[config.mk]
export PLATFORM = sky130hd
export DESIGN_NAME = guess_game_ctrl_flat
export DESIGN_NICKNAME = d
export VERILOG_FILES = /design/src/rtl/keypad_pkg.sv /design/src/rtl/guess_game_ctrl_if.sv /design/src/rtl/bcd3_compare.sv /design/src/rtl/guess_game_ctrl.sv /design/src/flat_wrapper.sv
export SDC_FILE = /design/constraint.sdc
export NUM_CORES = 1
export LEC_CHECK = 0
export BUFFER_PORTS_ARGS = -buffer_cell sky130_fd_sc_hd__buf_4
export CAP_MARGIN = 20
export CORE_ASPECT_RATIO = 1.5
export CORE_MARGIN = 1
export CORE_UTILIZATION = 60
export CTS_BUF_LIST = sky130_fd_sc_hd__clkbuf_2
export DETAILED_ROUTE_END_ITERATION = 7
export GPL_TIMING_DRIVEN = 1
export PLACE_DENSITY_LB_ADDON = 0.1
export SLEW_MARGIN = 20
export SYNTH_ARGS = -nofsm -noshare
export SYNTH_HDL_FRONTEND = slang
export SYNTH_SLANG_ARGS = --single-unit
[constraint.sdc]
create_clock -name clk -period 2.8 [get_ports clk]
set_input_delay 0.56 -clock clk [delete_from_list [all_inputs] [get_ports clk]]
set_output_delay 0.56 -clock clk [all_outputs]
set_load 0.01 [all_outputs]
[src/rtl/keypad_pkg.sv]
// Shared keypad/game definitions: key codes, controller states, result codes
// and the secret clamp used when latching a three-digit BCD secret.
package keypad_pkg;

  localparam logic [3:0] KEY_ENTER = 4'hA;
  localparam logic [3:0] KEY_BACK  = 4'hB;
  localparam logic [3:0] KEY_CLEAR = 4'hC;

  typedef enum logic [2:0] {
    ST_ENTRY  = 3'd0,
    ST_CHECK  = 3'd1,
    ST_RESULT = 3'd2,
    ST_WIN    = 3'd3,
    ST_LOSE   = 3'd4
  } game_state_t;

  typedef enum logic [1:0] {
    RES_NONE = 2'b00,
    RES_LOW  = 2'b01,
    RES_HIGH = 2'b10,
    RES_EQ   = 2'b11
  } result_t;

  // Keys 0-9 are digits; A-F are commands or ignored.
  function automatic logic is_digit(input logic [3:0] code);
    return code <= 4'd9;
  endfunction

  // Forces every nibble into BCD range so the comparator only ever sees
  // legal digits: a digit above 9 becomes 9.
  function automatic logic [11:0] clamp_bcd3(input logic [11:0] value);
    logic [11:0] clamped;
    logic [3:0]  digit;
    clamped = '0;
    for (int i = 0; i < 3; i++) begin
      digit = value[i*4 +: 4];
      clamped[i*4 +: 4] = (digit > 4'd9) ? 4'd9 : digit;
    end
    return clamped;
  endfunction

endpackage

[src/rtl/guess_game_ctrl_if.sv]
// Key-in / display-out bundle of the guessing-game controller. The master
// side is the keypad decoder plus display path, the slave side the controller.
interface guess_game_ctrl_if;

  logic        key_valid;
  logic [3:0]  key_code;
  logic [11:0] secret;

  logic [11:0] data;
  logic [3:0]  tries;
  logic [1:0]  entry_len;
  logic [1:0]  result;
  logic        win;
  logic        lose;

  modport master (
    output key_valid, key_code, secret,
    input  data, tries, entry_len, result, win, lose
  );

  modport slave (
    input  key_valid, key_code, secret,
    output data, tries, entry_len, result, win, lose
  );

endinterface

[src/rtl/bcd3_compare.sv]
// Combinational magnitude compare of two three-digit packed BCD values.
// With every nibble at most 9, MSD-first digit order is the same as the
// unsigned order of the packed 12-bit words, so a plain compare suffices.
module bcd3_compare (
  input  logic [11:0] i_a,
  input  logic [11:0] i_b,
  output logic        o_lt,
  output logic        o_eq,
  output logic        o_gt
);

  // NOTE: continuous assigns give every output a value on every path, so no
  // storage can be inferred here.
  assign o_lt = (i_a <  i_b);
  assign o_eq = (i_a == i_b);
  assign o_gt = (i_a >  i_b);

endmodule

[src/rtl/guess_game_ctrl.sv]
// Guessing-game controller: builds a three-digit BCD entry from keypad
// strobes, scores each submission against a latched secret, holds the
// HIGH/LOW verdict for RESULT_HOLD cycles and tracks win/lose.
module guess_game_ctrl
  import keypad_pkg::*;
#(
  parameter int MAX_TRIES   = 9,
  parameter int RESULT_HOLD = 50_000_000
) (
  input  logic              clk,
  input  logic              RST,
  guess_game_ctrl_if.slave  bus
);

  localparam int               HOLD_W    = $clog2(RESULT_HOLD + 1);
  localparam logic [HOLD_W-1:0] HOLD_LOAD = HOLD_W'(RESULT_HOLD - 1);
  localparam logic [3:0]       TRIES_MAX = 4'(MAX_TRIES);

  game_state_t       r_state;
  result_t           r_result;
  logic [11:0]       r_data;
  logic [11:0]       r_secret;
  logic [3:0]        r_tries;
  logic [1:0]        r_entry_len;
  logic              r_win;
  logic              r_lose;
  logic [HOLD_W-1:0] r_hold_cnt;

  logic w_lt;
  logic w_eq;
  logic w_gt;
  logic w_clear;

  // C restarts the game from any state, same as reset.
  assign w_clear = bus.key_valid && (bus.key_code == KEY_CLEAR);

  bcd3_compare u_cmp (
    .i_a  (r_data),
    .i_b  (r_secret),
    .o_lt (w_lt),
    .o_eq (w_eq),
    .o_gt (w_gt)
  );

  // Game FSM with all outputs registered; reset and C share one clear path.
  always_ff @(posedge clk) begin
    // NOTE: every state register uses non-blocking assignment, so all
    // updates in this block see the pre-edge values regardless of order.
    if (RST || w_clear) begin
      r_state     <= ST_ENTRY;
      r_result    <= RES_NONE;
      r_data      <= '0;
      r_tries     <= '0;
      r_entry_len <= '0;
      r_win       <= 1'b0;
      r_lose      <= 1'b0;
      r_hold_cnt  <= '0;
      r_secret    <= clamp_bcd3(bus.secret);
    end else begin
      case (r_state)
        ST_ENTRY: begin
          if (bus.key_valid) begin
            if (is_digit(bus.key_code)) begin
              if (r_entry_len != 2'd3) begin
                r_data      <= {r_data[7:0], bus.key_code};
                r_entry_len <= r_entry_len + 2'd1;
              end
            end else if (bus.key_code == KEY_BACK) begin
              if (r_entry_len != 2'd0) begin
                r_data      <= {4'h0, r_data[11:4]};
                r_entry_len <= r_entry_len - 2'd1;
              end
            end else if (bus.key_code == KEY_ENTER) begin
              if (r_entry_len != 2'd0) begin
                r_state <= ST_CHECK;
                r_tries <= r_tries + 4'd1;
              end
            end
          end
        end

        ST_CHECK: begin
          if (w_eq) begin
            r_result <= RES_EQ;
            r_win    <= 1'b1;
            r_state  <= ST_WIN;
          end else begin
            r_result <= w_lt ? RES_LOW : RES_HIGH;
            if (r_tries == TRIES_MAX) begin
              r_lose  <= 1'b1;
              r_data  <= r_secret;
              r_state <= ST_LOSE;
            end else begin
              r_hold_cnt <= HOLD_LOAD;
              r_state    <= ST_RESULT;
            end
          end
        end

        ST_RESULT: begin
          if (r_hold_cnt == '0) begin
            r_state     <= ST_ENTRY;
            r_data      <= '0;
            r_entry_len <= '0;
            r_result    <= RES_NONE;
          end else begin
            r_hold_cnt <= r_hold_cnt - HOLD_W'(1);
          end
        end

        ST_WIN, ST_LOSE: begin
          // Hold the final display until C.
        end

        default: r_state <= ST_ENTRY;
      endcase
    end
  end

  assign bus.data      = r_data;
  assign bus.tries     = r_tries;
  assign bus.entry_len = r_entry_len;
  assign bus.result    = r_result;
  assign bus.win       = r_win;
  assign bus.lose      = r_lose;

endmodule

[src/flat_wrapper.sv]
// flat-port wrapper written by rule: the top's interface ports become plain ports
module guess_game_ctrl_flat import keypad_pkg::*;
#(
  parameter int MAX_TRIES   = 9,
  parameter int RESULT_HOLD = 50_000_000
)
  (clk, RST, bus_key_valid, bus_key_code, bus_secret, bus_data, bus_tries, bus_entry_len, bus_result, bus_win, bus_lose);
  guess_game_ctrl_if bus_i ();
  input  logic clk;
  input  logic RST;
  input wire logic [$bits(bus_i.key_valid)-1:0] bus_key_valid;
  input wire logic [$bits(bus_i.key_code)-1:0] bus_key_code;
  input wire logic [$bits(bus_i.secret)-1:0] bus_secret;
  output wire logic [$bits(bus_i.data)-1:0] bus_data;
  output wire logic [$bits(bus_i.tries)-1:0] bus_tries;
  output wire logic [$bits(bus_i.entry_len)-1:0] bus_entry_len;
  output wire logic [$bits(bus_i.result)-1:0] bus_result;
  output wire logic [$bits(bus_i.win)-1:0] bus_win;
  output wire logic [$bits(bus_i.lose)-1:0] bus_lose;
  assign bus_i.key_valid = bus_key_valid;
  assign bus_i.key_code = bus_key_code;
  assign bus_i.secret = bus_secret;
  assign bus_data = bus_i.data;
  assign bus_tries = bus_i.tries;
  assign bus_entry_len = bus_i.entry_len;
  assign bus_result = bus_i.result;
  assign bus_win = bus_i.win;
  assign bus_lose = bus_i.lose;
  guess_game_ctrl #(.MAX_TRIES(MAX_TRIES), .RESULT_HOLD(RESULT_HOLD)) u_core (.clk(clk), .RST(RST), .bus(bus_i));
endmodule
==> impl_metrics.env <==
export IMPL_status="finished, final reports clean"
export IMPL_grt_usage_pct=28.6
export IMPL_cap_violations=0
export IMPL_ir_drop_v=0.000293
export IMPL_power_leakage_nw=1.68
export IMPL_drc=0
export IMPL_hold_buffers=0
export IMPL_tns_ps=0
export IMPL_yosysMostFrequentCell="dfxtp_1"
export IMPL_crit_arrival_ps=3060
export IMPL_cts_buffer_depth=2
export IMPL_synth_seq_cells=63
export IMPL_drtPass1Iterations=4
export IMPL_fin_nets=463
export IMPL_p_sw_uw=516
export IMPL_grt_max_degree=24
export IMPL_antenna_found_initial=0
export IMPL_synthCells=381
export IMPL_cts_tree="built"
export IMPL_hold_class="in2reg"
export IMPL_critical_path_class="reg2reg"
export IMPL_synth_common_cells="51 x dfxtp_1, 42 x nor2_1, 30 x a21oi_1"
export IMPL_final_setup_viol_count=0
export IMPL_cts_resized=0
export IMPL_diodes=0
export IMPL_ys_seq_area_share_pct=41.1
export IMPL_core_region_area_mm2=0.00545
export IMPL_dieWidth_um=63.1
export IMPL_drtIter0Drc=99
export IMPL_htreeDepth=3
export IMPL_rows=33
export IMPL_ys_warn_count=0
export IMPL_multi_input_area_mm2=0.00181
export IMPL_min_period_ps=2590
export IMPL_start_util_pct=61.7
export IMPL_dp_final_hpwl_mm=5.69
export IMPL_crit_path_end_kind="register"
export IMPL_grt_pass1_wl_mm=12.9
export IMPL_final_period_utilization_pct=92.6
export IMPL_avgRoutedWirePerCell_um=15.3
export IMPL_power_density_mw_per_mm2=441
export IMPL_worstPathRequired_ps=3270
export IMPL_netlist_area_leader_share_pct=30.4
export IMPL_pwr_share_clk_pct=27.6
export IMPL_synth_async_reset_ratio_pct=0
export IMPL_cts_sinks=63
export IMPL_cts_buffers=9
export IMPL_worst_slew_pin_slew_ps=655
export IMPL_layout_drive_gt1_share_pct=18.9
export IMPL_synth_edf_count=12
export IMPL_hold_violations=0
export IMPL_fin_worst_skew_ps=26.3
export IMPL_critPathMaxFanout=14
export IMPL_synth_cell_types=47
export IMPL_synth_area_leaders="dfxtp_1 30%, edfxtp_1 11%, xor2_1 6.8%"
export IMPL_synth_area_per_cell_um2=8.82
export IMPL_max_slew_margin_rel_pct=55.7
export IMPL_viasPerCell=5.77
export IMPL_synthesis_area_mm2=0.00336
export IMPL_dieArea_mm2=0.00591
export IMPL_clk_pin_slew_worst_paths_ps=190
export IMPL_regArea_mm2=0.00138
export IMPL_report_final_slew_viol_count=0
export IMPL_switching_share_pct=30.1
export IMPL_internal_power_mw=1.20
export IMPL_clk_latency_ps=520
export IMPL_fillers=444
export IMPL_die_y_um=93.7
export IMPL_numPortBuffers=40
export IMPL_grt_pass1_vias=2895
export IMPL_combPwrFrac_pct=14.5
export IMPL_vias=2910
export IMPL_fmax_ghz=0.386
export IMPL_drtAntennaViolNets=0
export IMPL_root_buffer="clkbuf_2"
export IMPL_gp_congestion=0.856
export IMPL_whs_ps=232
export IMPL_routed_wl_mm=7.69
export IMPL_post_cts_buffers=0
export IMPL_p_seq_share_pct=57.9
export IMPL_rsz0062_at_grt="no"
export IMPL_synth_nets=415
export IMPL_yosysTopAreaCell="dfxtp_1"
export IMPL_synthFlopType="dfxtp_1"
export IMPL_areaGrowthSynthToFinish_pct=15.6
export IMPL_grt_overflow=0
export IMPL_start_kind="register"
export IMPL_boundaryPins=41
## worst max-delay path, cell delays in order, from the launching register on
cell and delay [ps]:
dfxtp_1 390, or4_1 650, or4_4 550, a2111oi_4 220, buf_4 250, nand4b_1 140, xor2_1 180, a21oi_1 160
## power groups by stage
stage	Sequential (mW)	Combinational (mW)	Clock (mW)
global route	0.999	0.277	0.531
finish	0.994	0.248	0.473
detailed placement	1.01	0.246	0
CTS	0.994	0.248	0.491
floorplan	1.01	0.155	0
global placement	1.01	0.240	0
## path summary, 6_finish.rpt
kind                            cells after the start  slack, ps                              start                                  to
worst max-delay path                                7        210  u_core.r_hold_cnt[3]$_SDFFE_PP0P_  u_core.r_hold_cnt[15]$_SDFFE_PP0P_
worst min-delay path                                1        230                     bus_secret[11]   u_core.r_secret[11]$_SDFFCE_PN1P_
worst min register to register                      2        500       u_core.bus.lose$_SDFFE_PP0P_        u_core.bus.lose$_SDFFE_PP0P_
worst max register to register                      7        210  u_core.r_hold_cnt[3]$_SDFFE_PP0P_  u_core.r_hold_cnt[15]$_SDFFE_PP0P_
## stage by stage
stage	instance area [um2]	worst slack (ps)	total power, mW	utilization (%)	instances
2_1_floorplan	3360	409	1.16	-	381
3_3_place_gp	3790	372	1.25	69.6	488
3_5_place_dp	3790	262	1.26	69.6	488
4_1_cts	3880	219	1.73	71.3	504
5_1_grt	3880	85.0	1.81	71.3	504
6_report	3880	207	1.72	71.3	504
## cells in the final DEF, fill, tap and decap left out, drive strengths merged, types with 3 or more instances in the layout
master and n:
a211oi 5, a21oi 30, a221oi 4, and2 3, buf 57, clkbuf 9, clkinv 5, dfxtp 51
edfxtp 12, ha 15, inv 24, mux2i 14, nand2 15, nand2b 4, nand3 6, nand4 19
nand4b 6, nor2 42, nor2b 19, nor3 19, o21ai 16, or4 3, xnor2 3, xor2 26
## registers in the layout, indices dropped and copies added, names as in the netlist
signal	flops
u_core.r_hold_cnt	26
u_core.bus.data	12
u_core.r_secret	12
u_core.bus.tries	4
u_core.r_state	3
u_core.bus.entry_len	2
u_core.bus.result	2
u_core.bus.lose	1
u_core.bus.win	1
## cell type report
| class | count | share of cell area, % |
|---|---|---|
| multi-input cells | 276 | 46.7 |
| clock inverters | 7 | 1.22 |
| clock buffers | 9 | 1.16 |
| well taps | 70 | 2.25 |
| flip-flops and latches | 63 | 35.6 |
| repair buffers | 57 | 11.0 |
| inverters | 22 | 2.13 |
## routing by layer
metal / global-route usage (%) / wire [um]
met1: 28.5 / 2960
met2: 53.5 / 4250
met3: 6.19 / 234
met4: 16.7 / 235
met5: 0 / 0
## kinds of logic after synthesis
family / share of synthesized area, %
AOI/OAI and AO/OA: 13.0
and+or+nand+nor: 23.3
muxes: 4.50
adders and majority gates: 5.58
buffers and inverters: 4.99
xor gates and xnor gates: 7.56
DFF: 41.1
(Power assumes the default switching activity.)
